--- src/rtl/bus_arbiter_nxm.sv ---
//==============================================================================
// bus_arbiter_nxm : round-robin N-master x M-slave serial-bus arbiter with one
//                   parked split transaction.       Rev 1.0
//==============================================================================
`default_nettype none

module bus_arbiter_nxm #(
    parameter int NUM_MASTERS   = 2,
    parameter int NUM_SLAVES    = 3,
    parameter int ADDR_BITS     = 2,
    parameter int SPLIT_TIMEOUT = 12
) (
    input  logic                   clk,
    input  logic                   reset,
    input  logic [NUM_MASTERS-1:0] m_request,
    input  logic [NUM_MASTERS-1:0] m_address_valid,
    input  logic [NUM_MASTERS-1:0] m_valid,
    input  logic [NUM_MASTERS-1:0] m_address,
    input  logic [NUM_MASTERS-1:0] m_data,
    input  logic [NUM_MASTERS-1:0] m_write_en,
    input  logic [NUM_SLAVES-1:0]  s_ready,
    input  logic [NUM_SLAVES-1:0]  s_data_in,
    input  logic [NUM_SLAVES-1:0]  s_valid_out,
    output logic [NUM_MASTERS-1:0] m_ready,
    output logic [NUM_MASTERS-1:0] m_data_out,
    output logic [NUM_MASTERS-1:0] m_valid_in,
    output logic [NUM_MASTERS-1:0] m_available,
    output logic [NUM_SLAVES-1:0]  s_address,
    output logic [NUM_SLAVES-1:0]  s_data,
    output logic [NUM_SLAVES-1:0]  s_write_en,
    output logic [NUM_SLAVES-1:0]  s_valid,
    output logic [NUM_SLAVES-1:0]  bus_ready_s,
    output logic [NUM_MASTERS-1:0] grant,
    output logic                   decode_err,
    output logic [2:0]             state
);

    localparam int MW = $clog2(NUM_MASTERS);
    localparam int MP = 1 << MW;
    localparam int SP = 1 << ADDR_BITS;
    localparam int CW = $clog2(SPLIT_TIMEOUT + 1);
    localparam int BW = $clog2(ADDR_BITS + 1);
    localparam logic [MW-1:0]        C_LAST_M   = MW'(NUM_MASTERS - 1);
    localparam logic [ADDR_BITS:0]   C_NS_LIMIT = (ADDR_BITS + 1)'(NUM_SLAVES);
    localparam logic [CW-1:0]        C_TO_MAX   = CW'(SPLIT_TIMEOUT);
    localparam logic [BW-1:0]        C_LAST_BIT = BW'(ADDR_BITS - 1);

    typedef enum logic [2:0] {
        S_IDLE      = 3'd0,
        S_WAIT_ADDR = 3'd1,
        S_ADDR      = 3'd2,
        S_CONNECT   = 3'd3,
        S_BUSY      = 3'd4,
        S_SPLIT     = 3'd5,
        S_RESUME    = 3'd6
    } state_t;

    state_t               state_q;
    logic [MW-1:0]        owner_q;
    logic                 owner_valid_q;
    logic [ADDR_BITS-1:0] slave_q;
    logic                 connected_q;
    logic                 parked_valid_q;
    logic [MW-1:0]        parked_m_q;
    logic [ADDR_BITS-1:0] parked_s_q;
    logic [MW-1:0]        rr_ptr_q;
    logic [ADDR_BITS-1:0] addr_buf_q;
    logic [BW-1:0]        bit_cnt_q;
    logic [CW-1:0]        busy_cnt_q;
    logic                 decode_err_q;

    // Inputs padded to power-of-two width so register-indexed selects stay in range.
    logic [MP-1:0] w_req_x, w_av_x, w_mv_x, w_ma_x, w_md_x, w_mwe_x;
    logic [SP-1:0] w_srdy_x, w_sdi_x, w_svo_x;

    assign w_req_x  = MP'(m_request);
    assign w_av_x   = MP'(m_address_valid);
    assign w_mv_x   = MP'(m_valid);
    assign w_ma_x   = MP'(m_address);
    assign w_md_x   = MP'(m_data);
    assign w_mwe_x  = MP'(m_write_en);
    assign w_srdy_x = SP'(s_ready);
    assign w_sdi_x  = SP'(s_data_in);
    assign w_svo_x  = SP'(s_valid_out);

    function automatic logic [MW-1:0] next_m(input logic [MW-1:0] idx);
        return (idx == C_LAST_M) ? '0 : idx + MW'(1);
    endfunction

    logic [MP-1:0] w_cand;
    logic [MP-1:0] w_owner_mask;
    logic          w_other_req;
    logic          w_rr_found;
    logic [MW-1:0] w_rr_pick;
    logic [MW-1:0] w_rr_idx;
    logic          w_sp_found;
    logic [MW-1:0] w_sp_pick;
    logic [MW-1:0] w_sp_idx;
    logic          w_fwd_valid;
    logic          w_addr_err;

    assign w_cand       = w_req_x & w_av_x;
    assign w_owner_mask = MP'(1) << owner_q;
    assign w_other_req  = |(w_req_x & ~w_owner_mask);
    assign w_fwd_valid  = (state_q != S_WAIT_ADDR) && (state_q != S_ADDR);
    assign w_addr_err   = ({1'b0, addr_buf_q} >= C_NS_LIMIT);

    // Cyclic searches: IDLE starts at rr_ptr, SPLIT starts just after the owner.
    always_comb begin
        w_rr_found = 1'b0;
        w_rr_pick  = '0;
        w_rr_idx   = rr_ptr_q;
        for (int k = 0; k < NUM_MASTERS; k++) begin
            if (!w_rr_found && w_cand[w_rr_idx]) begin
                w_rr_found = 1'b1;
                w_rr_pick  = w_rr_idx;
            end
            w_rr_idx = next_m(w_rr_idx);
        end
        w_sp_found = 1'b0;
        w_sp_pick  = '0;
        w_sp_idx   = next_m(owner_q);
        for (int k = 0; k < NUM_MASTERS - 1; k++) begin
            if (!w_sp_found && w_req_x[w_sp_idx] && (w_sp_idx != owner_q)) begin
                w_sp_found = 1'b1;
                w_sp_pick  = w_sp_idx;
            end
            w_sp_idx = next_m(w_sp_idx);
        end
    end

    always_ff @(posedge clk) begin
        if (reset) begin
            state_q        <= S_IDLE;
            owner_q        <= '0;
            owner_valid_q  <= 1'b0;
            slave_q        <= '0;
            connected_q    <= 1'b0;
            parked_valid_q <= 1'b0;
            parked_m_q     <= '0;
            parked_s_q     <= '0;
            rr_ptr_q       <= '0;
            addr_buf_q     <= '0;
            bit_cnt_q      <= '0;
            busy_cnt_q     <= '0;
            decode_err_q   <= 1'b0;
        end else begin
            decode_err_q <= 1'b0;
            case (state_q)
                S_IDLE: begin
                    if (parked_valid_q) begin
                        state_q <= S_RESUME;
                    end else if (w_rr_found) begin
                        owner_q       <= w_rr_pick;
                        owner_valid_q <= 1'b1;
                        state_q       <= S_WAIT_ADDR;
                    end
                end
                S_WAIT_ADDR: begin
                    if (w_mv_x[owner_q]) begin
                        addr_buf_q <= '0;
                        bit_cnt_q  <= '0;
                        state_q    <= S_ADDR;
                    end
                end
                S_ADDR: begin
                    if (w_mv_x[owner_q]) begin
                        addr_buf_q <= (addr_buf_q << 1) | ADDR_BITS'(w_ma_x[owner_q]);
                        bit_cnt_q  <= bit_cnt_q + BW'(1);
                        if (bit_cnt_q == C_LAST_BIT) begin
                            state_q <= S_CONNECT;
                        end
                    end
                end
                S_CONNECT: begin
                    if (w_addr_err) begin
                        decode_err_q  <= 1'b1;
                        owner_valid_q <= 1'b0;
                        owner_q       <= '0;
                        state_q       <= S_IDLE;
                    end else if (w_srdy_x[addr_buf_q]) begin
                        slave_q     <= addr_buf_q;
                        connected_q <= 1'b1;
                        busy_cnt_q  <= '0;
                        state_q     <= S_BUSY;
                    end
                end
                S_BUSY: begin
                    if (!w_req_x[owner_q]) begin
                        connected_q   <= 1'b0;
                        owner_valid_q <= 1'b0;
                        rr_ptr_q      <= next_m(owner_q);
                        busy_cnt_q    <= '0;
                        state_q       <= parked_valid_q ? S_RESUME : S_IDLE;
                    end else if ((busy_cnt_q >= C_TO_MAX) && w_other_req && !parked_valid_q) begin
                        connected_q <= 1'b0;
                        busy_cnt_q  <= '0;
                        state_q     <= S_SPLIT;
                    end else if (w_av_x[owner_q]) begin
                        connected_q <= 1'b0;
                        busy_cnt_q  <= '0;
                        state_q     <= S_WAIT_ADDR;
                    end else if (w_srdy_x[slave_q]) begin
                        busy_cnt_q <= '0;
                    end else if (busy_cnt_q != C_TO_MAX) begin
                        busy_cnt_q <= busy_cnt_q + CW'(1);
                    end
                end
                S_SPLIT: begin
                    parked_valid_q <= 1'b1;
                    parked_m_q     <= owner_q;
                    parked_s_q     <= slave_q;
                    // The waiting master may have withdrawn; fall back to resuming.
                    if (w_sp_found) begin
                        owner_q <= w_sp_pick;
                        state_q <= S_WAIT_ADDR;
                    end else begin
                        owner_valid_q <= 1'b0;
                        state_q       <= S_RESUME;
                    end
                end
                S_RESUME: begin
                    parked_valid_q <= 1'b0;
                    if (w_req_x[parked_m_q]) begin
                        owner_q       <= parked_m_q;
                        owner_valid_q <= 1'b1;
                        addr_buf_q    <= parked_s_q;
                        state_q       <= S_CONNECT;
                    end else begin
                        owner_valid_q <= 1'b0;
                        state_q       <= S_IDLE;
                    end
                end
                default: state_q <= S_IDLE;
            endcase
        end
    end

    assign decode_err = decode_err_q;
    assign state      = state_q;

    for (genvar i = 0; i < NUM_MASTERS; i++) begin : g_master
        logic w_own;
        assign w_own          = (owner_q == MW'(i));
        assign m_ready[i]     = connected_q && w_own && w_srdy_x[slave_q];
        assign m_data_out[i]  = connected_q && w_own && w_sdi_x[slave_q];
        assign m_valid_in[i]  = connected_q && w_own && w_svo_x[slave_q];
        assign grant[i]       = owner_valid_q && w_own;
        assign m_available[i] = (!owner_valid_q || w_own) &&
                                !(parked_valid_q && (parked_m_q == MW'(i)));
    end

    for (genvar j = 0; j < NUM_SLAVES; j++) begin : g_slave
        logic w_sel;
        assign w_sel          = connected_q && (slave_q == ADDR_BITS'(j));
        assign s_address[j]   = w_sel && w_ma_x[owner_q];
        assign s_data[j]      = w_sel && w_md_x[owner_q];
        assign s_write_en[j]  = w_sel && w_mwe_x[owner_q];
        assign s_valid[j]     = w_sel && w_mv_x[owner_q] && w_fwd_valid;
        assign bus_ready_s[j] = !(connected_q && (slave_q != ADDR_BITS'(j)));
    end

endmodule

`default_nettype wire

--- config.mk ---
export PLATFORM = sky130hd
export DESIGN_NAME = bus_arbiter_nxm
export DESIGN_NICKNAME = d
export VERILOG_FILES = /design/src/rtl/bus_arbiter_nxm.sv
export SDC_FILE = /design/constraint.sdc
export NUM_CORES = 1
export LEC_CHECK = 0
export ABC_AREA = 1
export CAP_MARGIN = 10
export CELL_PAD_IN_SITES_DETAIL_PLACEMENT = 0
export CELL_PAD_IN_SITES_GLOBAL_PLACEMENT = 2
export CORE_ASPECT_RATIO = 0.8
export CORE_MARGIN = 5
export CORE_UTILIZATION = 25
export DETAILED_ROUTE_END_ITERATION = 12
export MAX_ROUTING_LAYER = met4
export PLACE_DENSITY = 0.91
export SLEW_MARGIN = 20
export SYNTH_ARGS = -nofsm -noshare
export SYNTH_HDL_FRONTEND = slang
export SYNTH_SLANG_ARGS = --single-unit
--- constraint.sdc ---
create_clock -name clk -period 2.1 [get_ports clk]
set_clock_uncertainty 0.1 [all_clocks]
set_input_delay 0.42 -clock clk [delete_from_list [all_inputs] [get_ports clk]]
set_output_delay 0.42 -clock clk [all_outputs]
set_load 0.02 [all_outputs]
==> results by group, run 1 <==
Detailed routing
  – Wire per inst: between 10 and 15 um
  – Vias: approximately 1900
  – Total Routed Length: around 5300 um
  – Detail Route Antenna Nets: 0
  – Pre-antenna DRT Iters: 4
  – DRT iter0 DRCs: between 80 and 90
  – Vias/cell: between 4 and 5
  – Drt drc: 0

Layout
  – Final #Nets: 384
  – Area grow syn2layout: 43.5%
  – Finished layout cell area: roughly 0.0024 mm2
  – Fraction of layout cells with a size suffix above 1: 17.6%
  – N_diodes: 0

Yosys
  – Largest area contributor in the netlist: dfxtp_1
  – Mapped cell area: 0.00166 mm2
  – Syn avg cell area: 5.77 um2
  – Most common cell in the netlist: nand2_1
  – Number of flops mapped to enable cells by yosys: 0
  – Syn Nets: between 300 and 400
  – Post-synth top area share: between 20% and 30%
  – Async SR Flop Fraction: 0%
  – Mux share of post-synthesis cell area: under 10%
  – Synth Flop Type: dfxtp_1
  – Most instantiated cells after synthesis: nand2_1, nor2_1, inv_1, a21oi_1, dfxtp_1
  – Main combinational cell family by area after synthesis: simple AND/OR/NAND/NOR gates
  – Share of the yosys chip area belonging to registers: roughly a quarter
  – Post-synthesis adder-cell area fraction: 2.26%
  – Ranking of synthesized cells by area: dfxtp_1, nand2_1, nor2_1
  – Netlist cell types: 24
  – Post-Synth XOR/XNOR Area: less than 1%
  – Post-synthesis compound-gate area fraction: between 10% and 20%
  – Mapped Cells: 288
  – Synth warn: 0
  – Area share of and/or/nand/nor cells after synthesis: 43.4%
  – Flops & latches, synth: 22

Power and ir drop
  – Lkg Pwr: 1.21 nW
  – Sw Ratio: 44.6%
  – Pwr per Cell Area: between 800 and 900 mW/mm2
  – VDD IR-drop max: around 0.00031 V
  – NetSw: 907 uW
  – Clock power share: between 15 and 20%
  – Int Power: between 1 and 1.5 mW
  – Gate power share: between 50% and 60%
  – Sequential power share: 27.7%

Setup path
  – CP Launch Type: input pin
  – Worst Path Buf+Inv: 3
  – Crit-path max FO: 3
  – Largest delay share family, worst path: buffers and inverters
  – CP dominant cell by count: nand3_1
  – Crit path DAT: approximately 1500 ps
  – Cells along the critical path: clkdlybuf4s50_1 > nand3_1 > nand3_1 > nand2_1 > inv_1 > clkdlybuf4s15_1
  – Slowest Stage Delay on Critical Path: between 400 and 500 ps
  – Critical path class: input pin to output pin
  – Required time of the critical path: between 1500 and 2000 ps
  – Worst reg-to-reg setup slack: 410 ps
  – Crit. End Element: output pin
  – Slowest-stage cell, CP: clkdlybuf4s50_1

Floorplanning
  – CORE AREA: about 0.0064 mm2
  – Num rows: 26
  – Die ar.: 0.00839 mm2
  – Die height: between 80 and 90 um
  – Die width: approximately 100 um
  – Initial Util: 25.8%
  – I/O Pins: 52

Timing
  – Final Cycle Share: between 90 and 100%
  – Max_slew headroom: 81.6%
  – Final Critical Period: 2040 ps
  – Setup violations, final: 0
  – Final hold vios: 0
  – RSZ-0062 raised after global routing: yes
  – Max Freq: 0.490 GHz
  – Worst Tran Pin Value: between 200 and 300 ps
  – Setup TNS: 0 ps
  – Slew Limit Fails: 0
  – WHS: 360 ps

Clock tree
  – # H-tree levels: 1
  – CTS Hold Buffers Added: 0
  – TritonCTS Sinks: 22
  – CTS Buf Count: 3
  – Clk Latency, worst-skew pair: roughly 270 ps
  – CTS tree: done
  – CTS Buffer Depth: 2
  – Clock slew at reported path FFs: 90 ps
  – Root Buffer: clkbuf_8

Global route
  – Global-route wire length before repair: 8710 um
  – Grt ovf: 0
  – Antenna violations before repair: 0
  – Total GRT Usage: about 13%
  – Largest net degree at the start of global routing: 13
  – Vias in the first global route: 1798
  – GR peak layer: met2
  – GR Util met1: 18.4%
  – Met3 usage: under 10%
  – M2 GR Usage: between 10% and 20%

Placed design
  – Post-DP HPWL: about 4400 um
  – Port Buffers: a little over 50
  – Gpl congestion: approximately 0.88
  – Cell area after placement: approximately 0.0024 mm2

Hold path
  – Min-delay worst type: flop to flop

Outcome
  – Outcome: finished clean

Job
  – Max-cap violation count: 0
-- final cells by class --
cell class	count	area, um2
Fill cell	722	4060
Multi-Input combinational cell	216	1030
Timing Repair Buffer	68	579
Sequential cell	22	443
Inverter	47	176
Tap cell	84	105
Clock buffer	4	55.1
-- registers in the layout, indices dropped and copies added (netlist names) --
name,count
parked_m_q,1
addr_buf_q,2
parked_s_q,2
parked_valid_q,1
decode_err,1
owner_valid_q,1
rr_ptr_q,1
connected_q,1
bit_cnt_q,2
g_master.w_own,1
slave_q,2
busy_cnt_q,4
state,3
-- power by group through the flow --
stage               Clock [mW]  Sequential [mW]  Combinational (mW)
detailed placement           0            0.571                1.16
global placement             0            0.573                1.16
global route             0.350            0.577                1.29
CTS                      0.327            0.562                1.16
floorplan                    0            0.600               0.713
finish                   0.325            0.563                1.14
-- routing by layer --
metal / part of all wire (%) / vias to the layer above / routed length (um)
met5: 0 / - / 0
met2: 44 / 35 / 2300
met3: 4.1 / 2 / 215
li1: - / 1041 / -
met4: 0.19 / 0 / 10
met1: 52 / 860 / 2750
-- path summary, 6_finish.rpt --
path,end,cells past startpoint,from
worst max-delay path,m_ready[1],6,s_ready[2]
worst min-delay path,parked_s_q[1]$_SDFFE_PP0P_,2,parked_s_q[1]$_SDFFE_PP0P_
worst max register to register,busy_cnt_q[3]$_SDFFE_PP0P_,9,g_master[1].w_own$_SDFFE_PP0P_
worst min register to register,parked_s_q[1]$_SDFFE_PP0P_,2,parked_s_q[1]$_SDFFE_PP0P_
-- metrics by stage --
step	worst slack, ps	util (%)	cells	power (mW)
global placement	-344	37.0	437	1.73
CTS	2.47	37.4	441	2.05
detailed placement	-357	37.0	437	1.73
global route	-11.9	37.0	441	2.22
floorplan	333	-	288	1.31
finish	59.2	37.0	441	2.03
-- cells by family (layout without fill, tap and decap cells) --
kind of cell             count (synthesis)  in the layout
AND/OR/NAND/NOR                        167            167
buffers and inverters                   50            119
AO/OA/AOI/OAI                           43             43
flip-flops                              22             22
adder cells (fa/ha/maj)                  3              3
multiplexers                             2              2
XOR/XNOR                                 1              1
-- tightest hold or removal path, delay by kind of cell, from the launching register on --
kind	cells	cell delay (ps)
flops	1	310
buf+inv	1	60
compound gates	1	50
-- layout by cell type (no fill, tap or decap), drive strengths merged --
cell type / instances
buf: 20
mux2i: 2
nand3b: 2
o21ai: 18
dlymetal6s2s: 4
a21oi: 22
nor3: 2
clkdlybuf4s50: 27
dfxtp: 22
clkdlybuf4s15: 3
or2: 1
o22ai: 2
nand2: 90
xor2: 1
dlygate4sd2: 3
nand4: 2
nor2: 50
clkbuf: 15
nand3: 20
o221ai: 1
inv: 47
ha: 3
-- timing repair --
action / CTS / global route
pin swaps: 0 / 0
endpoints found under the setup margin: 20 / 21
resized for setup: 34 / 30
buffers inserted: 0 / 0
Note: power is estimated with default switching activity, not from simulation.
==> run 2: changes to the inputs <==
Settings changed: SKIP_LAST_GASP set to 1.
==> run 2 against run 1 <==
Maximum frequency unchanged. Highest routed layer unchanged. Sequential power about the same. Largest power group unchanged. Register-to-register slack is essentially flat. Via count did not move. Total power hardly changed. Wire length is the same. Setup slack did not move.
==> results by group, run 2 (synthesis results as in run 1) <==
Global route
  – Antenna violations before repair: 0 (unchanged)
  – Total GRT Usage: 12.9% (unchanged)
  – GR Util met1: 18.4% (unchanged)
  – GR peak layer: met2 (unchanged)
  – Largest net degree at the start of global routing: 13 (unchanged)
  – Vias in the first global route: 1798 (unchanged)
  – Grt ovf: 0 (unchanged)
  – Global-route wire length before repair: 8710 um (unchanged)
  – Met3 usage: 2.35% (unchanged)
  – M2 GR Usage: 19.7% (unchanged)

Detailed routing
  – Vias: 1938 (unchanged)
  – DRT iter0 DRCs: 85 (unchanged)
  – Total Routed Length: 5280 um (unchanged)
  – Pre-antenna DRT Iters: 4 (unchanged)
  – Wire per inst: 12.0 um (unchanged)
  – Drt drc: 0 (unchanged)
  – Vias/cell: 4.39 (unchanged)
  – Detail Route Antenna Nets: 0 (unchanged)

Setup path
  – CP Launch Type: input pin (unchanged)
  – Reg2reg start: g_master[1].w_own$_SDFFE_PP0P_ (unchanged)
  – Crit path DAT: 1520 ps (about the same)
  – Reg-to-reg endpoint: busy_cnt_q[3]$_SDFFE_PP0P_ (unchanged)
  – CP endpoint: m_ready[1] (unchanged)
  – Critical path class: input pin to output pin (unchanged)
  – Crit-path max FO: 3 (unchanged)
  – Worst R2R Path Depth: 9 (unchanged)
  – Crit. End Element: output pin (unchanged)
  – CP Launch Point: s_ready[2] (unchanged)
  – Required time of the critical path: 1580 ps (about the same)
  – Worst reg-to-reg setup slack: 410 ps (about the same)

Clock tree
  – CTS Buffer Depth: 2 (unchanged)
  – CTS Buf Count: 3 (unchanged)
  – CTS tree: done (unchanged)
  – # H-tree levels: 1 (unchanged)
  – Clock slew at reported path FFs: 90 ps (about the same)
  – Root Buffer: clkbuf_8 (unchanged)
  – TritonCTS Sinks: 22 (unchanged)
  – Clk Latency, worst-skew pair: 270 ps (about the same)

Placed design
  – Gpl congestion: 0.879 (unchanged)
  – Port Buffers: 51 (unchanged)
  – DP Worst Slack: -357 ps (unchanged)
  – Post-DP HPWL: 4370 um (unchanged)

Floorplanning
  – Initial Util: 25.8% (unchanged)
  – Die width: 101 um (unchanged)
  – CORE AREA: 0.00644 mm2 (unchanged)
  – Die ar.: 0.00839 mm2 (unchanged)
  – Num rows: 26 (unchanged)
  – I/O Pins: 52 (unchanged)
  – Die height: 82.9 um (unchanged)

Timing
  – Final hold vios: 0 (unchanged)
  – Max Freq: 0.490 GHz (unchanged)
  – Worst Tran Pin Value: 268 ps (about the same)
  – Final Cycle Share: 97.2% (unchanged)
  – Max_slew headroom: 81.6% (about the same)
  – Final worst setup slack: 59.2 ps (unchanged)
  – RSZ-0062 raised after global routing: yes (unchanged)
  – Setup violations, final: 0 (unchanged)
  – Final Critical Period: 2040 ps (unchanged)
  – WHS: 360 ps (unchanged)
  – Slew Limit Fails: 0 (unchanged)

Layout
  – Commonest non-fill, non-tap cell in the layout: nand2_1 (unchanged)
  – Final #Nets: 384 (unchanged)
  – Area grow syn2layout: 43.5% (unchanged)
  – N_diodes: 0 (unchanged)
  – Fraction of layout cells with a size suffix above 1: 17.6% (unchanged)
  – Largest register FFs: 4 (unchanged)
  – Largest Register: busy_cnt_q (unchanged)
  – Most frequent cells in the layout: nand2_1, inv_1, nor2_1 (unchanged)

Power and ir drop
  – VDD IR-drop max: 0.000308 V (unchanged)
  – Lkg Pwr: 1.21 nW (about the same)
  – Pwr per Cell Area: 852 mW/mm2 (about the same)

Outcome
  – Outcome: finished clean (unchanged)

Hold path
  – Worst Hold Depth: 2 (unchanged)
  – Min-delay worst type: flop to flop (unchanged)

Job
  – Max-cap violation count: 0 (unchanged)
[run 2: area by class of cell]
class,count,area (um2)
Timing Repair Buffer,68,579
Clock buffer,4,55.1
Fill cell,722,4060
Inverter,47,176
Sequential cell,22,443
Tap cell,84,105
Multi-Input combinational cell,216,1030
[run 2: worst min path at each step]
stage,startpoint,end,slack (ps)
2_1_floorplan,parked_s_q[0]$_SDFFE_PP0P_,parked_s_q[0]$_SDFFE_PP0P_,330
3_3_place_gp,parked_s_q[1]$_SDFFE_PP0P_,parked_s_q[1]$_SDFFE_PP0P_,340
3_5_place_dp,parked_s_q[1]$_SDFFE_PP0P_,parked_s_q[1]$_SDFFE_PP0P_,350
4_1_cts,parked_s_q[1]$_SDFFE_PP0P_,parked_s_q[1]$_SDFFE_PP0P_,360
5_1_grt,parked_s_q[1]$_SDFFE_PP0P_,parked_s_q[1]$_SDFFE_PP0P_,390
6_report,parked_s_q[1]$_SDFFE_PP0P_,parked_s_q[1]$_SDFFE_PP0P_,360
[run 2: routing by layer]
metal	up-vias	wire, um
met4	0	10
met5	-	0
li1	1041	-
met1	860	2750
met3	2	215
met2	35	2300
[run 2: repair_timing]
item,CTS,global route
endpoints found under the setup margin,20,22
hold buffers,0,0
resized for setup,31,32
setup buffers,0,0
[run 2: power by group]
part / switching [mW] / internal (mW) / total [mW]
Sequential: 0.0632 / 0.500 / 0.563
Combinational: 0.686 / 0.457 / 1.14
Clock: 0.157 / 0.168 / 0.325
[run 2: critical path: stages]
cell and delay (ps):
clkdlybuf4s50_1 490, nand3_1 80, nand3_1 120, nand2_1 60
inv_1 50, clkdlybuf4s15_1 290
[run 2: stage by stage]
step	util, %	total power, mW	area (um2)	TNS, ps	cells
2_1_floorplan	-	1.31	1660	0	288
3_3_place_gp	37.0	1.73	2380	-3740	437
3_5_place_dp	37.0	1.73	2380	-3850	437
4_1_cts	37.4	2.05	2410	-75.4	441
5_1_grt	37.0	2.22	2380	-30.0	441
6_report	37.0	2.03	2380	0	441
==> run 3: changes to the inputs <==
Settings changed: ABC_AREA 1 to not set, CORE_UTILIZATION 25 to 28.
==> run 3 against run 2 <==
Critical path depth did not move. Highest routed layer unchanged. Synthesized cell count shrank 17%. Via count shrank 0.67%. Maximum frequency decreased by 2.3%. Total power decreased by 13%. Critical path type unchanged. Register-to-register slack lost 250 ps.
==> results by group, run 3 <==
Floorplanning
  – I/O Pins: 52 (unchanged)
  – Die width: 99.9 um (was 101 um)
  – Die height: 81.9 um (was 82.9 um)
  – Initial Util: 28.6% (was 25.8%)
  – Num rows: 26 (unchanged)
  – CORE AREA: 0.00634 mm2 (was 0.00644 mm2)
  – Die ar.: 0.00819 mm2 (was 0.00839 mm2)

Detailed routing
  – Total Routed Length: 5440 um (was 5280 um)
  – Pre-antenna DRT Iters: 4 (unchanged)
  – Wire per inst: 14.2 um (was 12.0 um)
  – Vias: 1925 (was 1938)
  – Drt drc: 0 (unchanged)
  – Detail Route Antenna Nets: 0 (unchanged)
  – Vias/cell: 5.01 (was 4.39)
  – DRT iter0 DRCs: 98 (was 85)

Timing
  – Final Cycle Share: 99.5% (was 97.2%)
  – Slew Limit Fails: 0 (unchanged)
  – RSZ-0062 raised after global routing: yes (unchanged)
  – Worst Tran Pin Value: 334 ps (was 268 ps)
  – Final Critical Period: 2090 ps (was 2040 ps)
  – Final worst setup slack: 11.2 ps (was 59.2 ps)
  – Final hold vios: 0 (unchanged)
  – Max Freq: 0.479 GHz (was 0.490 GHz)
  – WHS: 368 ps (was 360 ps)
  – Setup TNS: 0 ps (unchanged)
  – Max_slew headroom: 77.7% (was 81.6%)
  – Setup violations, final: 0 (unchanged)

Placed design
  – Port Buffers: 51 (unchanged)
  – Gpl congestion: 0.825 (was 0.879)
  – DP Worst Slack: -317 ps (was -357 ps)
  – DP Cell Count: 380 (was 437)
  – Post-DP HPWL: 4170 um (was 4370 um)

Clock tree
  – TritonCTS Sinks: 22 (unchanged)
  – Clk Latency, worst-skew pair: 280 ps (was 270 ps)
  – Root Buffer: clkbuf_8 (unchanged)
  – CTS Buf Count: 3 (unchanged)
  – CTS Buffer Depth: 2 (unchanged)
  – CTS tree: done (unchanged)
  – CTS Hold Buffers Added: 0 (unchanged)
  – Clock slew at reported path FFs: 100 ps (was 90 ps)
  – # H-tree levels: 1 (unchanged)

Power and ir drop
  – Int Power: 1.05 mW (was 1.12 mW)
  – Gate power share: 55.1% (was 56.3%)
  – Clock power share: 16.1% (was 16.0%)
  – Sw Ratio: 40.8% (was 44.6%)
  – Lkg Pwr: 1.04 nW (was 1.21 nW)
  – VDD IR-drop max: 0.000370 V (was 0.000308 V)
  – Sequential power share: 28.8% (was 27.7%)
  – NetSw: 725 uW (was 907 uW)
  – Pwr per Cell Area: 697 mW/mm2 (was 852 mW/mm2)

Yosys
  – Syn Nets: 265 (was 314)
  – Ranking of synthesized cells by area: dfxtp_1, nor2_1, mux2i_1 (was dfxtp_1, nand2_1, nor2_1)
  – Number of flops mapped to enable cells by yosys: 0 (unchanged)
  – Flops & latches, synth: 22 (unchanged)
  – Post-synth top area share: 24.3% (was 26.5%)
  – Netlist cell types: 54 (was 24)
  – Syn avg cell area: 7.58 um2 (was 5.77 um2)
  – Most instantiated cells after synthesis: nor2_1, dfxtp_1, a21oi_1, nand2_1, mux2i_1 (was nand2_1, nor2_1, inv_1, a21oi_1, dfxtp_1)
  – Most common cell in the netlist: nor2_1 (was nand2_1)
  – Largest area contributor in the netlist: dfxtp_1 (unchanged)
  – Share of the yosys chip area belonging to registers: 24.3% (was 26.5%)
  – Mapped cell area: 0.00181 mm2 (was 0.00166 mm2)
  – Async SR Flop Fraction: 0% (unchanged)
  – Synth Flop Type: dfxtp_1 (unchanged)
  – Synth warn: 0 (unchanged)
  – Mapped Cells: 239 (was 288)

Setup path
  – Crit-path max FO: 2 (was 3)
  – Worst R2R Path Depth: 6 (was 9)
  – Critical path class: input pin to output pin (unchanged)
  – Required time of the critical path: 1580 ps (about the same)
  – Reg2reg start: state[2]$_SDFFE_PP0P_ (was g_master[1].w_own$_SDFFE_PP0P_)
  – CP Launch Type: input pin (unchanged)
  – CP Launch Point: s_data_in[2] (was s_ready[2])
  – Crit path DAT: 1570 ps (was 1520 ps)
  – Crit. End Element: output pin (unchanged)

Layout
  – Finished Layout Cells: 384 (was 441)
  – Area grow syn2layout: 40.5% (was 43.5%)
  – Commonest non-fill, non-tap cell in the layout: nor2_1 (was nand2_1)
  – N_diodes: 0 (unchanged)
  – Final #Nets: 328 (was 384)
  – Multi-input logic area: 0.00125 mm2 (was 0.00103 mm2)
  – # fillers: 666 (was 722)
  – Largest Register: busy_cnt_q (unchanged)
  – Most frequent cells in the layout: nor2_1, buf_4, clkdlybuf4s50_1 (was nand2_1, inv_1, nor2_1)
  – Register Area: 447 um2 (was 443 um2)
  – Largest register FFs: 4 (unchanged)
  – Fraction of layout cells with a size suffix above 1: 19.0% (was 17.6%)

Global route
  – Grt ovf: 0 (unchanged)
  – GR Util met1: 19.7% (was 18.4%)
  – Vias in the first global route: 1725 (was 1798)
  – Largest net degree at the start of global routing: 32 (was 13)
  – Antenna violations before repair: 0 (unchanged)
  – Total GRT Usage: 13.3% (was 12.9%)
  – GR peak layer: met1 (was met2)
  – Global-route wire length before repair: 8670 um (was 8710 um)
  – M2 GR Usage: 18.9% (was 19.7%)
  – Met3 usage: 2.55% (was 2.35%)

Outcome
  – Outcome: finished clean (unchanged)

Hold path
  – Worst hold start: parked_s_q[0]$_SDFFE_PP0P_ (was parked_s_q[1]$_SDFFE_PP0P_)
  – Min-delay worst type: flop to flop (unchanged)
  – Worst Hold Depth: 2 (unchanged)

Job
  – Max-cap violation count: 0 (unchanged)
[run 3: cell types whose count changed in the layout (fill, tap and decap cells not counted), sizes merged, moves of 10 or more]
cell,before,now
inv,47,7
nand2,90,14
mux2i,2,14
buf,19,29
nand3,20,3
[run 3: critical path, stage by stage]
cell	delay, ps
clkdlybuf4s50_1	400
mux2i_1	130
nor2_1	50
a21oi_1	180
nor2_1	70
dlygate4sd2_1	320
[run 3: layout make-up]
class	instances	area share, %
clock buffers	3	1.62
repair buffers	77	26.5
multi-input cells	191	49.2
well taps	84	4.13
inverters	7	1.03
flip-flops and latches	22	17.6
[run 3: kinds of logic (layout without fill, tap and decap cells)]
logic type / after synthesis / after routing / synth area share (%)
buf+inv: 26 / 87 / 7.39
compound gates: 63 / 63 / 24.8
mux: 18 / 18 / 10.6
flops: 22 / 22 / 24.3
fa+ha+maj: 3 / 3 / 2.07
xor+xnor: 1 / 1 / 0.484
simple gates: 106 / 106 / 30.3
[run 3: per-layer routing]
metal  wire length (um)  vias to the layer above
met5                  0                        -
met4                 34                        0
met3                238                        4
met2               2320                       36
met1               2850                      901
li1                   -                      984
[run 3: worst paths after layout]
| check | slack, ps | endpoint |
|---|---|---|
| setup / recovery | 10 | m_data_out[1] |
| hold / removal | 370 | parked_s_q[0]$_SDFFE_PP0P_ |
| setup reg to reg | 160 | busy_cnt_q[0]$_SDFFE_PP0P_ |
| hold reg to reg | 370 | parked_s_q[0]$_SDFFE_PP0P_ |
[run 3: metrics by stage]
step	utilization, %	total power [mW]	instance area, um2
6_report	40.1	1.77	2540
5_1_grt	40.1	1.89	2540
4_1_cts	40.4	1.78	2560
3_5_place_dp	39.7	1.50	2520
3_3_place_gp	39.7	1.50	2520
2_1_floorplan	-	1.18	1810
[run 3: power by group through the flow]
stage | Combinational, mW | Clock (mW) | Sequential (mW)
floorplan | 0.661 | 0 | 0.519
global route | 1.07 | 0.307 | 0.518
detailed placement | 0.984 | 0 | 0.518
global placement | 0.978 | 0 | 0.519
CTS | 0.979 | 0.294 | 0.510
finish | 0.978 | 0.286 | 0.511
[run 3: what timing repair did]
action,in CTS,in global routing
setup endpoints to repair,25,23
resized for setup,36,24
setup buffers,1,0
pin swaps,1,1
